**config.mk**
```make
export PLATFORM = sky130hd
export DESIGN_NAME = reg_ctrl_master_flat
export DESIGN_NICKNAME = d
export VERILOG_FILES = /design/src/rtl/reg_ctrl_master_if.sv /design/src/rtl/reg_ctrl_master.sv /design/src/flat_wrapper.sv
export SDC_FILE = /design/constraint.sdc
export NUM_CORES = 1
export LEC_CHECK = 0
export ABC_CLOCK_PERIOD_IN_PS = 5700
export CAP_MARGIN = 40
export CORE_UTILIZATION = 58
export CTS_CLUSTER_DIAMETER = 100
export DETAILED_ROUTE_END_ITERATION = 10
export PLACE_DENSITY = 0.85
export SKIP_LAST_GASP = 1
export SLEW_MARGIN = 20
export SYNTH_ARGS = -nofsm -noshare
export SYNTH_HDL_FRONTEND = slang
export SYNTH_SLANG_ARGS = --single-unit
```
**constraint.sdc**
```tcl
create_clock -name clk -period 5.7 [get_ports clk]
set_clock_uncertainty 0.2 [all_clocks]
set_input_delay 0.855 -clock clk [delete_from_list [all_inputs] [get_ports clk]]
set_output_delay 0.855 -clock clk [all_outputs]
set_load 0.1 [all_outputs]
```
**src/rtl/reg_ctrl_master_if.sv**
```systemverilog
// Command, reg_ctrl slave and response signals of reg_ctrl_master.
// The master modport is the reg_ctrl_master view; slave is the view of everything around it.
interface reg_ctrl_master_if #(
   parameter int ADDR_WIDTH = 8,
   parameter int DATA_WIDTH = 16
);
   logic                  cmd_valid;
   logic                  cmd_ready;
   logic                  cmd_wr;
   logic [ADDR_WIDTH-1:0] cmd_addr;
   logic [DATA_WIDTH-1:0] cmd_wdata;
   logic                  reg_sel;
   logic                  reg_wr;
   logic [ADDR_WIDTH-1:0] reg_addr;
   logic [DATA_WIDTH-1:0] reg_wdata;
   logic [DATA_WIDTH-1:0] reg_rdata;
   logic                  reg_ready;
   logic                  rsp_valid;
   logic                  rsp_ready;
   logic [DATA_WIDTH-1:0] rsp_data;
   logic                  rsp_err;
   logic                  wr_err;
   logic                  busy;

   modport master (
      input  cmd_valid, cmd_wr, cmd_addr, cmd_wdata, reg_rdata, reg_ready, rsp_ready,
      output cmd_ready, reg_sel, reg_wr, reg_addr, reg_wdata,
      output rsp_valid, rsp_data, rsp_err, wr_err, busy
   );

   modport slave (
      output cmd_valid, cmd_wr, cmd_addr, cmd_wdata, reg_rdata, reg_ready, rsp_ready,
      input  cmd_ready, reg_sel, reg_wr, reg_addr, reg_wdata,
      input  rsp_valid, rsp_data, rsp_err, wr_err, busy
   );
endinterface

```
**src/rtl/reg_ctrl_master.sv**
```systemverilog
// Generic FIFO, power-of-2 DEPTH; data visible at pop_dat the cycle after push (no bypass).
// push_rdy = !full regardless of a same-cycle pop; pop on empty is ignored.
module fifo #(
   parameter int WIDTH = 8,
   parameter int DEPTH = 4
) (
   input  logic             clk,
   input  logic             rst,
   input  logic             push_vld,
   input  logic [WIDTH-1:0] push_dat,
   output logic             push_rdy,
   input  logic             pop,
   output logic [WIDTH-1:0] pop_dat,
   output logic             empty
);
   localparam int PW = $clog2(DEPTH);

   logic [WIDTH-1:0] mem [DEPTH];
   logic [PW-1:0]    wr_ptr;
   logic [PW-1:0]    rd_ptr;
   logic [PW:0]      count;
   logic             do_push;
   logic             do_pop;

   assign push_rdy = (count != (PW+1)'(DEPTH));
   assign empty    = (count == '0);
   assign do_push  = push_vld & push_rdy;
   assign do_pop   = pop & ~empty;
   assign pop_dat  = mem[rd_ptr];

   always_ff @(posedge clk) begin
      if (do_push) mem[wr_ptr] <= push_dat;
   end

   always_ff @(posedge clk or posedge rst) begin
      if (rst) begin
         wr_ptr <= '0;
         rd_ptr <= '0;
         count  <= '0;
      end else begin
         if (do_push) wr_ptr <= wr_ptr + PW'(1);
         if (do_pop)  rd_ptr <= rd_ptr + PW'(1);
         count <= count + (PW+1)'(do_push) - (PW+1)'(do_pop);
      end
   end
endmodule

// Sequences buffered commands onto the reg_ctrl sel/wr/ready handshake; read rsp valid 2 edges after pop.
// cmd_ready = command FIFO not full; a stalled rsp_ready holds RSP, so nothing further issues.
module reg_ctrl_master #(
   parameter int ADDR_WIDTH = 8,
   parameter int DATA_WIDTH = 16,
   parameter int FIFO_DEPTH = 4,
   parameter int TIMEOUT    = 16
) (
   input logic             clk,
   input logic             rst,
   reg_ctrl_master_if.master bus
);
   localparam int TW = (TIMEOUT > 1) ? $clog2(TIMEOUT) : 1;
   localparam logic [TW-1:0] TMO_LAST = TW'((TIMEOUT > 0) ? TIMEOUT - 1 : 0);

   typedef struct packed {
      logic                  wr;
      logic [ADDR_WIDTH-1:0] addr;
      logic [DATA_WIDTH-1:0] wdata;
   } cmd_t;

   typedef enum logic [1:0] {IDLE, ISSUE, RD_WAIT, RSP} state_t;

   cmd_t   in_cmd;
   cmd_t   head_cmd;
   logic   fifo_empty;
   logic   pop;

   state_t                state_q,     state_nxt;
   logic                  sel_q,       sel_nxt;
   logic                  wr_q,        wr_nxt;
   logic [ADDR_WIDTH-1:0] addr_q,      addr_nxt;
   logic [DATA_WIDTH-1:0] wdata_q,     wdata_nxt;
   logic                  rsp_vld_q,   rsp_vld_nxt;
   logic [DATA_WIDTH-1:0] rsp_dat_q,   rsp_dat_nxt;
   logic                  rsp_err_q,   rsp_err_nxt;
   logic                  wr_err_q,    wr_err_nxt;
   logic [TW-1:0]         tmo_q,       tmo_nxt;

   assign in_cmd = {bus.cmd_wr, bus.cmd_addr, bus.cmd_wdata};

   fifo #(
      .WIDTH ($bits(cmd_t)),
      .DEPTH (FIFO_DEPTH)
   ) u_cmd_fifo (
      .clk      (clk),
      .rst      (rst),
      .push_vld (bus.cmd_valid),
      .push_dat (in_cmd),
      .push_rdy (bus.cmd_ready),
      .pop      (pop),
      .pop_dat  (head_cmd),
      .empty    (fifo_empty)
   );

   always_comb begin
      state_nxt   = state_q;
      sel_nxt     = sel_q;
      wr_nxt      = wr_q;
      addr_nxt    = addr_q;
      wdata_nxt   = wdata_q;
      rsp_vld_nxt = rsp_vld_q;
      rsp_dat_nxt = rsp_dat_q;
      rsp_err_nxt = rsp_err_q;
      wr_err_nxt  = 1'b0;
      tmo_nxt     = tmo_q;
      pop         = 1'b0;
      case (state_q)
         IDLE: begin
            if (!fifo_empty) begin
               pop       = 1'b1;
               sel_nxt   = 1'b1;
               wr_nxt    = head_cmd.wr;
               addr_nxt  = head_cmd.addr;
               wdata_nxt = head_cmd.wdata;
               tmo_nxt   = '0;
               state_nxt = ISSUE;
            end
         end
         ISSUE: begin
            if (bus.reg_ready) begin
               if (wr_q) begin
                  sel_nxt   = 1'b0;
                  wr_nxt    = 1'b0;
                  state_nxt = IDLE;
               end else begin
                  // slave drops ready next cycle; sel must stay up for it to recover
                  state_nxt = RD_WAIT;
               end
            end else begin
               tmo_nxt = tmo_q + TW'(1);
               if (TIMEOUT != 0 && tmo_q == TMO_LAST) begin
                  sel_nxt = 1'b0;
                  if (wr_q) begin
                     wr_nxt     = 1'b0;
                     wr_err_nxt = 1'b1;
                     state_nxt  = IDLE;
                  end else begin
                     rsp_vld_nxt = 1'b1;
                     rsp_err_nxt = 1'b1;
                     rsp_dat_nxt = '0;
                     state_nxt   = RSP;
                  end
               end
            end
         end
         RD_WAIT: begin
            rsp_dat_nxt = bus.reg_rdata;
            rsp_err_nxt = 1'b0;
            rsp_vld_nxt = 1'b1;
            sel_nxt     = 1'b0;
            state_nxt   = RSP;
         end
         RSP: begin
            if (bus.rsp_ready) begin
               rsp_vld_nxt = 1'b0;
               rsp_err_nxt = 1'b0;
               state_nxt   = IDLE;
            end
         end
         default: state_nxt = IDLE;
      endcase
   end

   always_ff @(posedge clk or posedge rst) begin
      if (rst) begin
         state_q   <= IDLE;
         sel_q     <= 1'b0;
         wr_q      <= 1'b0;
         addr_q    <= '0;
         wdata_q   <= '0;
         rsp_vld_q <= 1'b0;
         rsp_dat_q <= '0;
         rsp_err_q <= 1'b0;
         wr_err_q  <= 1'b0;
         tmo_q     <= '0;
      end else begin
         state_q   <= state_nxt;
         sel_q     <= sel_nxt;
         wr_q      <= wr_nxt;
         addr_q    <= addr_nxt;
         wdata_q   <= wdata_nxt;
         rsp_vld_q <= rsp_vld_nxt;
         rsp_dat_q <= rsp_dat_nxt;
         rsp_err_q <= rsp_err_nxt;
         wr_err_q  <= wr_err_nxt;
         tmo_q     <= tmo_nxt;
      end
   end

   assign bus.reg_sel   = sel_q;
   assign bus.reg_wr    = wr_q;
   assign bus.reg_addr  = addr_q;
   assign bus.reg_wdata = wdata_q;
   assign bus.rsp_valid = rsp_vld_q;
   assign bus.rsp_data  = rsp_dat_q;
   assign bus.rsp_err   = rsp_err_q;
   assign bus.wr_err    = wr_err_q;
   assign bus.busy      = (state_q != IDLE) || !fifo_empty;
endmodule

```
**src/flat_wrapper.sv**
```systemverilog
// flat-port wrapper written by rule: the top's interface ports become plain ports
module reg_ctrl_master_flat 
#(
   parameter int ADDR_WIDTH = 8,
   parameter int DATA_WIDTH = 16,
   parameter int FIFO_DEPTH = 4,
   parameter int TIMEOUT    = 16
)
  (clk, rst, bus_cmd_valid, bus_cmd_wr, bus_cmd_addr, bus_cmd_wdata, bus_reg_rdata, bus_reg_ready, bus_rsp_ready, bus_cmd_ready, bus_reg_sel, bus_reg_wr, bus_reg_addr, bus_reg_wdata, bus_rsp_valid, bus_rsp_data, bus_rsp_err, bus_wr_err, bus_busy);
  reg_ctrl_master_if #(.ADDR_WIDTH(ADDR_WIDTH), .DATA_WIDTH(DATA_WIDTH)) bus_i ();
  input logic clk;
  input logic rst;
  input wire logic [$bits(bus_i.cmd_valid)-1:0] bus_cmd_valid;
  input wire logic [$bits(bus_i.cmd_wr)-1:0] bus_cmd_wr;
  input wire logic [$bits(bus_i.cmd_addr)-1:0] bus_cmd_addr;
  input wire logic [$bits(bus_i.cmd_wdata)-1:0] bus_cmd_wdata;
  input wire logic [$bits(bus_i.reg_rdata)-1:0] bus_reg_rdata;
  input wire logic [$bits(bus_i.reg_ready)-1:0] bus_reg_ready;
  input wire logic [$bits(bus_i.rsp_ready)-1:0] bus_rsp_ready;
  output wire logic [$bits(bus_i.cmd_ready)-1:0] bus_cmd_ready;
  output wire logic [$bits(bus_i.reg_sel)-1:0] bus_reg_sel;
  output wire logic [$bits(bus_i.reg_wr)-1:0] bus_reg_wr;
  output wire logic [$bits(bus_i.reg_addr)-1:0] bus_reg_addr;
  output wire logic [$bits(bus_i.reg_wdata)-1:0] bus_reg_wdata;
  output wire logic [$bits(bus_i.rsp_valid)-1:0] bus_rsp_valid;
  output wire logic [$bits(bus_i.rsp_data)-1:0] bus_rsp_data;
  output wire logic [$bits(bus_i.rsp_err)-1:0] bus_rsp_err;
  output wire logic [$bits(bus_i.wr_err)-1:0] bus_wr_err;
  output wire logic [$bits(bus_i.busy)-1:0] bus_busy;
  assign bus_i.cmd_valid = bus_cmd_valid;
  assign bus_i.cmd_wr = bus_cmd_wr;
  assign bus_i.cmd_addr = bus_cmd_addr;
  assign bus_i.cmd_wdata = bus_cmd_wdata;
  assign bus_i.reg_rdata = bus_reg_rdata;
  assign bus_i.reg_ready = bus_reg_ready;
  assign bus_i.rsp_ready = bus_rsp_ready;
  assign bus_cmd_ready = bus_i.cmd_ready;
  assign bus_reg_sel = bus_i.reg_sel;
  assign bus_reg_wr = bus_i.reg_wr;
  assign bus_reg_addr = bus_i.reg_addr;
  assign bus_reg_wdata = bus_i.reg_wdata;
  assign bus_rsp_valid = bus_i.rsp_valid;
  assign bus_rsp_data = bus_i.rsp_data;
  assign bus_rsp_err = bus_i.rsp_err;
  assign bus_wr_err = bus_i.wr_err;
  assign bus_busy = bus_i.busy;
  reg_ctrl_master #(.ADDR_WIDTH(ADDR_WIDTH), .DATA_WIDTH(DATA_WIDTH), .FIFO_DEPTH(FIFO_DEPTH), .TIMEOUT(TIMEOUT)) u_core (.clk(clk), .rst(rst), .bus(bus_i));
endmodule
```
### Word-level counts from Yosys, hierarchy flattened

Memory sizes are Yosys's and may differ from the RTL's.
Cells that the tools add are included.

* register bits after elaboration: 58
* memory bits (writable): 100
* input bits: 46
* output and inout port bits: 47
* word-level logic and storage cells: 86
* memories kept: 1

Memory list
* u_core.u_cmd_fifo.mem: depth 4, width 25, rd ports 1, clocked after memory_dff 0, write ports 1, RTL line reg_ctrl_master.sv:18 `logic [WIDTH-1:0] mem [DEPTH];`

* $add $sub $neg: 5
* equality and inequality tests: 12
* muxes and demuxes: 36
* bitwise operators: 3
* reductions and logical operators: 16

Operators by type and width (number)
* $mux W16: 3
* $pmux W16 S2: 1
* $mux W1: 18
* $mux W2: 6
* $pmux W1 S3: 3
* $reduce_and A3 Y1: 3
* $mux W4: 2
* $ne A2 B2 Y1 const B: 4
* $pmux W2 S4: 1
* $pmux W4 S2: 1
* $reduce_and A4 Y1: 2
* $ne A3 B2 Y1 const B: 2
* $reduce_bool A2 Y1: 3
* $reduce_bool A3 Y1: 2
* $reduce_and A5 Y1: 1
* $add A2 B1 Y2 const B: 2
* $add A4 B1 Y4 const B: 1
* $eq A2 B2 Y1 const B: 2
* $eq A4 B4 Y1 const B: 1
* $add A3 B1 Y3: 1
* $logic_not A3 Y1: 1
* $ne A3 B3 Y1 const B: 1
* $sub A3 B1 Y3: 1
* $and A1 B1 Y1: 2
* other kinds (8): 8

### Depth between registers and ports, before layout

Gate-level depths: netlist (run 1).

* word-level depth: 5
* depth in mapped cells: 12
* mapped depth without buffers: 11

### Modules after synthesis

A second synthesis (run 1) with hierarchy kept.

* cell total of the unflattened synthesis: 344
* area total of the unflattened synthesis: 6302.3 µm²

By module, submodules not included
* fifo: times used 1, cells an instance 174, area an instance 4129.0 µm², sequential area each 3178.0 µm²
* reg_ctrl_master: times used 1, cells an instance 170, area an instance 2173.3 µm², sequential area each 1276.2 µm²

### Worst setup path before layout (run 1)

OpenSTA, ideal clock, no wires.

* path type: register to register
* from: register u_core.u_cmd_fifo.count[1]
* to: register u_core.u_cmd_fifo.count[2]
* library setup time: 0.132 ns
* arrival: 2.750 ns
* required time: 5.368 ns
* path slack: 2.618 ns
* cell stages (with the launch flop): 12
* buffers on the path: 0
* clock period less this slack: 3.082 ns
* cell sequence: dfrtp_1 > nor2_1 > nand2_1 > and2_1 > inv_1 > ha_1 > inv_1 > ha_1 > inv_1 > fa_1 > xnor2_1 > xnor2_1

* elaborated cells on any way between the ends: 9
* classes of those cells: add/sub: 2; eq/ne: 1; mux: 2; bitwise: 3; reduce/logical: 1

RTL lines
* from (decl): RTL line reg_ctrl_master.sv:21 `logic [PW:0] count;`
* from (signal assigned): RTL line reg_ctrl_master.sv:43 `count <= count + (PW+1)'(do_push) - (PW+1)'(do_pop);`
* $ne A3 B3 Y1: RTL line reg_ctrl_master.sv:25 `assign push_rdy = (count != (PW+1)'(DEPTH));`
* via bus_cmd_ready: RTL line flat_wrapper.sv:20 `output wire logic [$bits(bus_i.cmd_ready)-1:0] bus_cmd_ready;`
* $and A1 B1 Y1: RTL line reg_ctrl_master.sv:27 `assign do_push = push_vld & push_rdy;`
* $add A3 B1 Y3: RTL line reg_ctrl_master.sv:43
* $sub A3 B1 Y3: RTL line reg_ctrl_master.sv:43

The timed path passes the listed nets, and every way through them passes these cells.
A chain may end at the register's enable or synchronous reset.

### Worst setup path in the final report (run 1)

* from: register u_core.state_q[0]
* to: output port bus_busy

* word-level cells in the longest chain between the ends: 2

RTL lines
* from (decl): RTL line reg_ctrl_master.sv:76 `state_t state_q, state_nxt;`
* from (signal assigned): RTL line reg_ctrl_master.sv:185 `state_q <= state_nxt;`
* $reduce_bool A2 Y1: RTL line reg_ctrl_master.sv:206 `assign bus.busy = (state_q != IDLE) || !fifo_empty;`
* $logic_or A1 B1 Y1: RTL line reg_ctrl_master.sv:206
* to (decl): RTL line flat_wrapper.sv:29 `output wire logic [$bits(bus_i.busy)-1:0] bus_busy;`

Every way passes these cells.

==> reports/metrics.yaml, run 1 <==
setup_viol: 0
rr_worst_depth: 10
startpoint_type: "register"
min-delay-path-class: "register to register"
end_kind: "output pin"
ys.flop_type: "edfxtp_1"
port_buffers: 92
area_growth_syn_to_layout_pct: 39.78
cts-resized-gates: 0
final.fill_count: 474
cts_setup_buffers: 0
die_h_um: 105.7
clock_latency_ns: 0.53
post_drt_via_cell_ratio: 5.833
cap_violations: 0
hold_viol: 0
dp_hpwl_um: 9126
die_x_um: 105.7
cts_buffer_depth: 2
htreeDepth: 4
crit_arrival_ns: 2.61
relSlewSlack: 0.4393
synth-edff-count: 100
rsz0062_at_grt: "no"
async_flop_share: 0.3671
ys_types: 40
place.gp.congestion: 0.7750
first_global_vias: 4308
layout-drive-gt1-share: 0.2292
antenna_found_initial: 0
core_um2: 10370
cts.clk_slew.worst_paths_ns: 0.06
cts_root_buffer: "clkbuf_8"
synth_top_cell_by_area: "edfxtp_1"
seq_area_frac_synth: 0.7141
diodes: 0
wl_per_cell_um: 22.24
cts.sinks: 158
synth.area.top_cells: "edfxtp_1 48%, dfrtp_1 23%, mux4_2 9.0%"
post-route-util: 0.8407
drt_first_pass_iters: 4
ys_warn_count: 0
cts_buffers: 17
grt_max_degree: 59
worst_pin_slew_ns: 0.8411
grt_pass1_wl_um: 23180
critical_path_peak_fanout: 6
dieArea_um2: 11170
fin_crit_sh: 0.6436
grtUsageTotal: 0.2913
holdPathStages: 2
nNetsFinal: 587
status: "complete, no violations"
path_class: "register to output pin"
ys_seq_elements: 158
synth_top_area_frac: 0.4814
required_ns: 4.64
start_util: 0.6015
synth_most_common_cell: "edfxtp_1"
final_antenna_net_count: 0
drt_wl_total_um: 15060
syn_area_per_cell_um2: 16.54
synth_cells: 377
cts_tree: "yes"
drc: 0
drtIter0Drc: 308
maxSlewViolCount: 0
grt-ovfl-total: 0
timing.setup.tns_ns: 0
vias: 3949
cts_hold_buf: 0
syn_area_um2: 6237
period_minus_slack_ns: 3.669
synthTopCellsByCount: "100 x edfxtp_1, 76 x nand2_1, 58 x dfrtp_1"
boundaryPins: 93
row_count: 37
fmax_mhz: 272.6
synth_fp_nets: 436
[cell type report]
cell class,instances,area (um2),area share
Clock buffer,18,417.9,0.04793
Clock inverter,14,240.2,0.02755
Inverter,13,48.80,0.005597
Multi-Input combinational cell,190,1643,0.1884
Sequential cell,158,4456,0.5111
Tap cell,136,170.2,0.01952
Timing Repair Buffer,148,1743,0.1999
[path summary, 6_finish.rpt]
path / slack (ns) / end / startpoint
worst max-delay path: 2.03 / bus_busy / u_core.state_q[0]$_DFFE_PP0P_
worst min-delay path: 0.28 / u_core.bus.reg_addr[2]$_DFFE_PP0P_ / u_core.bus.reg_addr[2]$_DFFE_PP0P_
worst max register to register: 2.37 / u_core.u_cmd_fifo.count[2]$_DFF_PP0_ / u_core.u_cmd_fifo.count[1]$_DFF_PP0_
worst min register to register: 0.28 / u_core.bus.reg_addr[2]$_DFFE_PP0P_ / u_core.bus.reg_addr[2]$_DFFE_PP0P_
max in group asynchronous: 4.41 / u_core.bus.reg_wdata[15]$_DFFE_PP0P_ / rst
min in group asynchronous: 0.41 / u_core.bus.rsp_data[3]$_DFFE_PP0P_ / rst
[sequential cells by signal (all words and copies together) (netlist names), 2 cells and up, named ones only]
name	count
u_core.bus.reg_wdata	16
u_core.u_cmd_fifo.count	3
u_core.bus.reg_addr	8
u_core.u_cmd_fifo.rd_ptr	2
u_core.u_cmd_fifo.wr_ptr	2
u_core.tmo_q	4
u_core.bus.rsp_data	16
u_core.u_cmd_fifo.mem	100
[routing by layer]
layer | share of wire | vias up | wire (um) | track usage
li1 | - | 1714 | - | -
met1 | 0.36 | 2016 | 5482 | 0.3415
met2 | 0.54 | 172 | 8172 | 0.4986
met3 | 0.055 | 47 | 831 | 0.07545
met4 | 0.038 | 0 | 569 | 0.1458
met5 | 0 | - | 0 | 0
[stage by stage]
step | cell area [um2] | cells | hold slack [ns] | setup WS (ns)
floorplan | 6237 | 377 | 0.3233 | 2.618
global placement | 7283 | 595 | 0.2576 | 2.093
detailed placement | 8033 | 644 | 0.2618 | 2.359
CTS | 8691 | 676 | 0.2857 | 1.969
global route | 8718 | 677 | 0.3148 | 1.884
finish | 8718 | 677 | 0.2823 | 2.031
[logic make-up (layout without fill, tap and decap cells)]
group / after synthesis / count (layout) / share of synthesized area
flip-flops: 158 / 158 / 0.7141
AND/OR/NAND/NOR: 97 / 97 / 0.06961
AO/OA/AOI/OAI: 42 / 42 / 0.05577
multiplexers: 33 / 33 / 0.1037
buffers and inverters: 29 / 193 / 0.02247
adder cells (fa/ha/maj): 13 / 13 / 0.02728
XOR/XNOR: 5 / 5 / 0.007021
[critical path: stages (launching register included)]
cell             delay [ns]
dfrtp_1                0.40
inv_1                  0.17
ha_1                   0.33
nor4b_4                0.37
inv_1                  0.14
clkdlybuf4s50_1        0.48
buf_8                  0.19
[cell usage in the layout (no fill, tap or decap), types with 2 or more instances in the layout]
| master | n |
|---|---|
| edfxtp_1 | 100 |
| clkdlybuf4s50_1 | 92 |
| nand2_1 | 76 |
| dfrtp_1 | 57 |
| buf_8 | 46 |
| mux4_2 | 25 |
| a22o_1 | 17 |
| clkbuf_16 | 16 |
| ha_1 | 12 |
| inv_1 | 11 |
| o21ai_0 | 7 |
| bufinv_16 | 6 |
| buf_4 | 6 |
| xnor2_1 | 5 |
| mux2i_1 | 5 |
| nor2_1 | 4 |
| and3_1 | 4 |
| a22oi_1 | 4 |
| clkinvlp_4 | 4 |
| nor3_1 | 3 |
| mux2_2 | 3 |
| inv_2 | 2 |
| nor2b_1 | 2 |
| a31o_2 | 2 |
| nand4b_1 | 2 |
| o31ai_1 | 2 |
| a211oi_1 | 2 |
| clkinv_4 | 2 |
| buf_16 | 2 |
Power of run 1 is not shown: default switching activity piles up to over one toggle a cycle in this logic, so the estimate is an artifact.
==> run 2, diff against run 1 <==
--- a/config.mk
+++ b/config.mk
@@ -5,12 +5,12 @@
 export SDC_FILE = /design/constraint.sdc
 export NUM_CORES = 1
 export LEC_CHECK = 0
-export ABC_CLOCK_PERIOD_IN_PS = 5700
+export ABC_CLOCK_PERIOD_IN_PS = 3600
 export CAP_MARGIN = 40
-export CORE_UTILIZATION = 58
+export CORE_UTILIZATION = 54
 export CTS_CLUSTER_DIAMETER = 100
 export DETAILED_ROUTE_END_ITERATION = 10
-export PLACE_DENSITY = 0.85
+export PLACE_DENSITY = 0.8
 export SKIP_LAST_GASP = 1
 export SLEW_MARGIN = 20
 export SYNTH_ARGS = -nofsm -noshare
==> constraint.sdc (replaced) <==
create_clock -name clk -period 3.6 [get_ports clk]
set_clock_uncertainty 0.2 [all_clocks]
set_input_delay 0.54 -clock clk [delete_from_list [all_inputs] [get_ports clk]]
set_output_delay 0.54 -clock clk [all_outputs]
set_load 0.1 [all_outputs]
==> run 2 against run 1 <==
Effect of this change:
- flip-flop and latch count unchanged
- sequential share of layout area up 0.75 points
- global-route usage down 4.8 points
- clock-buffer cell count up 9
- register-to-register slack worse by 1.4 ns
- final cell count up 0.44%
- critical path depth down 1
- routed wire length down 14%
==> reports/metrics.yaml, run 2 (synthesis gave the netlist of run 1 again) <==
place.gp.congestion: 0.7210
area_growth_syn_to_layout_pct: 37.75
placed_area_um2: 8039
core_um2: 11030
layout-drive-gt1-share: 0.2222
largest_register: "u_core.u_cmd_fifo.mem"
path_class: "register to output pin"
startpoint_type: "register"
wl_per_cell_um: 19.11
crit_arrival_ns: 2.10
setup_viol: 0
drc: 0
instances_no_fill: 680
maxSlewViolCount: 0
rsz0062_at_grt: "no"
final.fill_count: 588
start_util: 0.5654
cts_hold_buf: 0
dp.cells: 648
status: "complete, no violations"
hold_viol: 0
timing.setup.tns_ns: 0
relSlewSlack: 0.4549
row_count: 38
drt_first_pass_iters: 5
htreeDepth: 4
diodes: 0
stdcell_area_um2: 8592
largest_register_ffs: 100
final_common_cell: "edfxtp_1"
nNetsFinal: 586
grtUsageTotal: 0.2436
required_ns: 2.86
first_global_vias: 4039
die_x_um: 109.5
dp_hpwl_um: 8300
dieArea_um2: 11980
cts_buffer_depth: 2
drt_wl_total_um: 12990
final_cell_mix: "100 x edfxtp_1, 90 x clkdlybuf4s50_1, 76 x nand2_1, 57 x dfrtp_1, 42 x buf_8"
critical_path_peak_fanout: 6
grt-ovfl-total: 0
port_buffers: 92
cts-resized-gates: 0
cts_buffers: 17
grt_max_degree: 27
fmax_mhz: 351.5
cts_setup_buffers: 0
die_h_um: 109.5
cap_violations: 0
cts.sinks: 158
worst_pin_slew_ns: 0.8063
antenna_found_initial: 0
cts_root_buffer: "clkbuf_16"
cts.clk_slew.worst_paths_ns: 0.06
drtIter0Drc: 276
clock_latency_ns: 0.42
grt_pass1_wl_um: 20670
end_kind: "output pin"
cts_tree: "yes"
fin_crit_sh: 0.7903
period_minus_slack_ns: 2.845
min-delay-path-class: "primary input to asynchronous set/reset pin"
final_antenna_net_count: 0
vias: 3818
post_drt_via_cell_ratio: 5.615
boundaryPins: 93
whs_ns: 0.2754
==> run 2: cell types whose count changed in the layout (fill, tap and decap cells not counted), sizes merged <==
cell and change:
buf +1, bufinv -6, clkbuf +9, clkdlybuf4s50 -2, clkinvlp -3
==> run 2: through the flow <==
step | util | setup WS [ns]
floorplan | - | 0.5179
finish | 0.7789 | 0.7551
global route | 0.7789 | 0.6340
CTS | 0.7789 | 0.7224
detailed placement | 0.7288 | 0.7493
global placement | 0.6623 | 0.8346
==> run 2: layer usage <==
layer	vias up	part of all wire	routed length, um	track usage
met2	145	0.53	6840	0.4295
met4	0	0.027	357	0.1048
met3	30	0.066	852	0.07054
met1	1935	0.38	4942	0.2766
li1	1708	-	-	-
met5	-	0	0	0
==> run 2: path summary, 6_finish.rpt <==
check,cells past startpoint,endpoint,slack (ns),start
setup / recovery,5,bus_busy,0.76,u_core.state_q[0]$_DFFE_PP0P_
hold / removal,2,u_core.u_cmd_fifo.count[0]$_DFF_PP0_,0.28,rst
setup reg to reg,11,u_core.u_cmd_fifo.count[2]$_DFF_PP0_,1.01,u_core.u_cmd_fifo.count[1]$_DFF_PP0_
hold reg to reg,2,u_core.bus.reg_wdata[5]$_DFFE_PP0P_,0.28,u_core.bus.reg_wdata[5]$_DFFE_PP0P_
max in group asynchronous,3,u_core.bus.reg_addr[6]$_DFFE_PP0P_,2.22,rst
min in group clk,2,u_core.bus.reg_wdata[5]$_DFFE_PP0P_,0.28,u_core.bus.reg_wdata[5]$_DFFE_PP0P_
==> run 2: worst max-delay path, cell delays in order (launching register included) <==
cell     delay, ns
dfrtp_1       0.40
inv_1         0.17
ha_1          0.34
nor4b_4       0.37
inv_1         0.15
buf_4         0.26
==> run 2: layout make-up <==
cell class,instances,area (um2),area share
Clock buffer,27,525.5,0.06116
Clock inverter,5,27.53,0.003204
Inverter,13,48.80,0.005679
Multi-Input combinational cell,190,1643,0.1912
Sequential cell,158,4456,0.5186
Tap cell,140,175.2,0.02039
Timing Repair Buffer,147,1717,0.1998
Power of run 2 is left out for the same reason.
==> run 3, diff against run 2 <==
--- a/config.mk
+++ b/config.mk
@@ -5,12 +5,12 @@
 export SDC_FILE = /design/constraint.sdc
 export NUM_CORES = 1
 export LEC_CHECK = 0
-export ABC_CLOCK_PERIOD_IN_PS = 3600
+export ABC_CLOCK_PERIOD_IN_PS = 2600
 export CAP_MARGIN = 40
-export CORE_UTILIZATION = 54
+export CORE_UTILIZATION = 49
 export CTS_CLUSTER_DIAMETER = 100
 export DETAILED_ROUTE_END_ITERATION = 10
-export PLACE_DENSITY = 0.8
+export PLACE_DENSITY = 0.76
 export SKIP_LAST_GASP = 1
 export SLEW_MARGIN = 20
 export SYNTH_ARGS = -nofsm -noshare
==> constraint.sdc (replaced) <==
create_clock -name clk -period 2.6 [get_ports clk]
set_clock_uncertainty 0.2 [all_clocks]
set_input_delay 0.39 -clock clk [delete_from_list [all_inputs] [get_ports clk]]
set_output_delay 0.39 -clock clk [all_outputs]
set_load 0.1 [all_outputs]
==> run 3 against run 2 <==
Effect of this change:
- core utilization decreased by 12 points
- final cell count is 1.2% lower
- highest routed layer unchanged
- die area is 10% higher
==> reports/metrics.yaml, run 3 (synthesis gave the netlist of run 1 again) <==
status: "complete, no violations"
grt_pass1_wl_um: 19080
crit_family: "adder cells"
cts.clk_slew.worst_paths_ns: 0.06
place.gp.congestion: 0.7823
min-delay-path-class: "primary input to asynchronous set/reset pin"
largest_register: "u_core.u_cmd_fifo.mem"
post_drt_via_cell_ratio: 5.345
drt_wl_total_um: 12130
vias: 3592
first_global_vias: 3787
crit_arrival_ns: 2.58
final_common_cell: "edfxtp_1"
critical_path.cell_chain: "nor2_2, nand2_4, and2_1, inv_1, ha_1, inv_1, ha_1, inv_1, fa_1, xnor2_2, xnor2_1"
start_util: 0.5108
slowest_delay_ns: 0.46
layout_setup_ws_ns: 0.1283
path_common_cell: "inv_1"
nNetsFinal: 550
cap_violations: 0
core_um2: 12210
hold_viol: 0
fmax_mhz: 404.6
setup_viol: 0
r2r-end: "u_core.u_cmd_fifo.count[2]$_DFF_PP0_"
startpoint_type: "register"
cts_buffer_depth: 2
reg2reg_from: "u_core.u_cmd_fifo.count[0]$_DFF_PP0_"
stdcell_area_um2: 7994
final_antenna_net_count: 0
grt_max_degree: 59
pre_cts_slack_ns: -0.01429
port_buffers: 92
path_class: "register to register"
layout-drive-gt1-share: 0.2798
rr_worst_depth: 11
final.fill_count: 863
period_minus_slack_ns: 2.472
drc: 0
drt_first_pass_iters: 4
worst_pin_slew_ns: 0.4761
maxSlewViolCount: 0
placed_area_um2: 7328
area_growth_syn_to_layout_pct: 28.16
rsz0062_at_grt: "no"
cts.sinks: 158
row_count: 40
boundaryPins: 93
clock_latency_ns: 0.42
required_ns: 2.70
critical_path_peak_fanout: 6
htreeDepth: 4
slowest_stage: "dfrtp_2"
fin_crit_sh: 0.9506
die_x_um: 114.8
relSlewSlack: 0.6812
grt-ovfl-total: 0
diodes: 0
largest_register_ffs: 100
path_buf_inv: 3
grtUsageTotal: 0.1981
cts_buffers: 17
cts_tree: "yes"
final_cell_mix: "100 x edfxtp_1, 75 x nand2_1, 62 x buf_4, 55 x dfrtp_1, 45 x clkdlybuf4s50_1"
dieArea_um2: 13180
antenna_found_initial: 0
dp_hpwl_um: 7391
die_h_um: 114.8
timing.setup.tns_ns: 0
cts_root_buffer: "clkbuf_16"
drtIter0Drc: 239
end_kind: "register"
rrSetupSlack_ns: 0.13
wl_per_cell_um: 18.05
==> run 3: changes by cell type in the layout (fill, tap and decap cells not counted), moves of 4 or more <==
cell,before,now
buf_4,11,62
clkdlybuf4s50_1,90,45
buf_8,42,0
clkbuf_1,6,2
==> run 3: layer usage <==
layer  share of wire  track usage  vias to the layer above
li1                -            -                     1635
met2            0.51       0.3406                       96
met4           0.014      0.07619                        0
met1            0.41       0.2385                     1848
met5               0            0                        -
met3           0.061      0.05640                       13
==> run 3: cell type report <==
class,count,area (um2),area share
Sequential cell,158,4458,0.5577
Inverter,13,48.80,0.006104
Clock buffer,20,446.7,0.05588
Multi-Input combinational cell,190,1673,0.2093
Timing Repair Buffer,111,996.0,0.1246
Clock inverter,12,161.4,0.02019
Tap cell,168,210.2,0.02630
==> run 3: how the worst max path moves through the flow <==
| stage | endpoint | cells past startpoint | startpoint |
|---|---|---|---|
| floorplan | u_core.u_cmd_fifo.count[2]$_DFF_PP0_ | 12 | u_core.state_q[0]$_DFFE_PP0P_ |
| global placement | u_core.u_cmd_fifo.count[2]$_DFF_PP0_ | 10 | bus_cmd_valid |
| detailed placement | u_core.u_cmd_fifo.count[2]$_DFF_PP0_ | 10 | bus_cmd_valid |
| CTS | u_core.u_cmd_fifo.count[2]$_DFF_PP0_ | 11 | u_core.u_cmd_fifo.count[1]$_DFF_PP0_ |
| global route | u_core.u_cmd_fifo.count[2]$_DFF_PP0_ | 11 | u_core.u_cmd_fifo.count[0]$_DFF_PP0_ |
| finish | u_core.u_cmd_fifo.count[2]$_DFF_PP0_ | 11 | u_core.u_cmd_fifo.count[0]$_DFF_PP0_ |
==> run 3: through the flow <==
step,util,hold WS [ns],instances
after CTS,0.6505,0.1559,668
after floorplan,-,0.2889,377
after global routing,0.6546,0.1869,672
after global placement,0.6001,0.2615,635
final,0.6546,0.1482,672
after detailed placement,0.6001,0.2643,635
==> run 3: what timing repair did <==
item | CTS | global route
endpoints found under the setup margin | 1 | 1
hold buffers | 0 | 0
setup buffers | 1 | 4
hold endpoints to repair | 0 | 0
resized for setup | 0 | 5
==> run 3: worst register-to-register path, cell delays in order (launching register included) <==
cell and delay, ns:
dfrtp_2 0.46, nor2_2 0.16, nand2_4 0.08, and2_1 0.20, inv_1 0.07, ha_1 0.22
inv_1 0.06, ha_1 0.14, inv_1 0.06, fa_1 0.41, xnor2_2 0.16, xnor2_1 0.13
Power of run 3 is left out for the same reason.
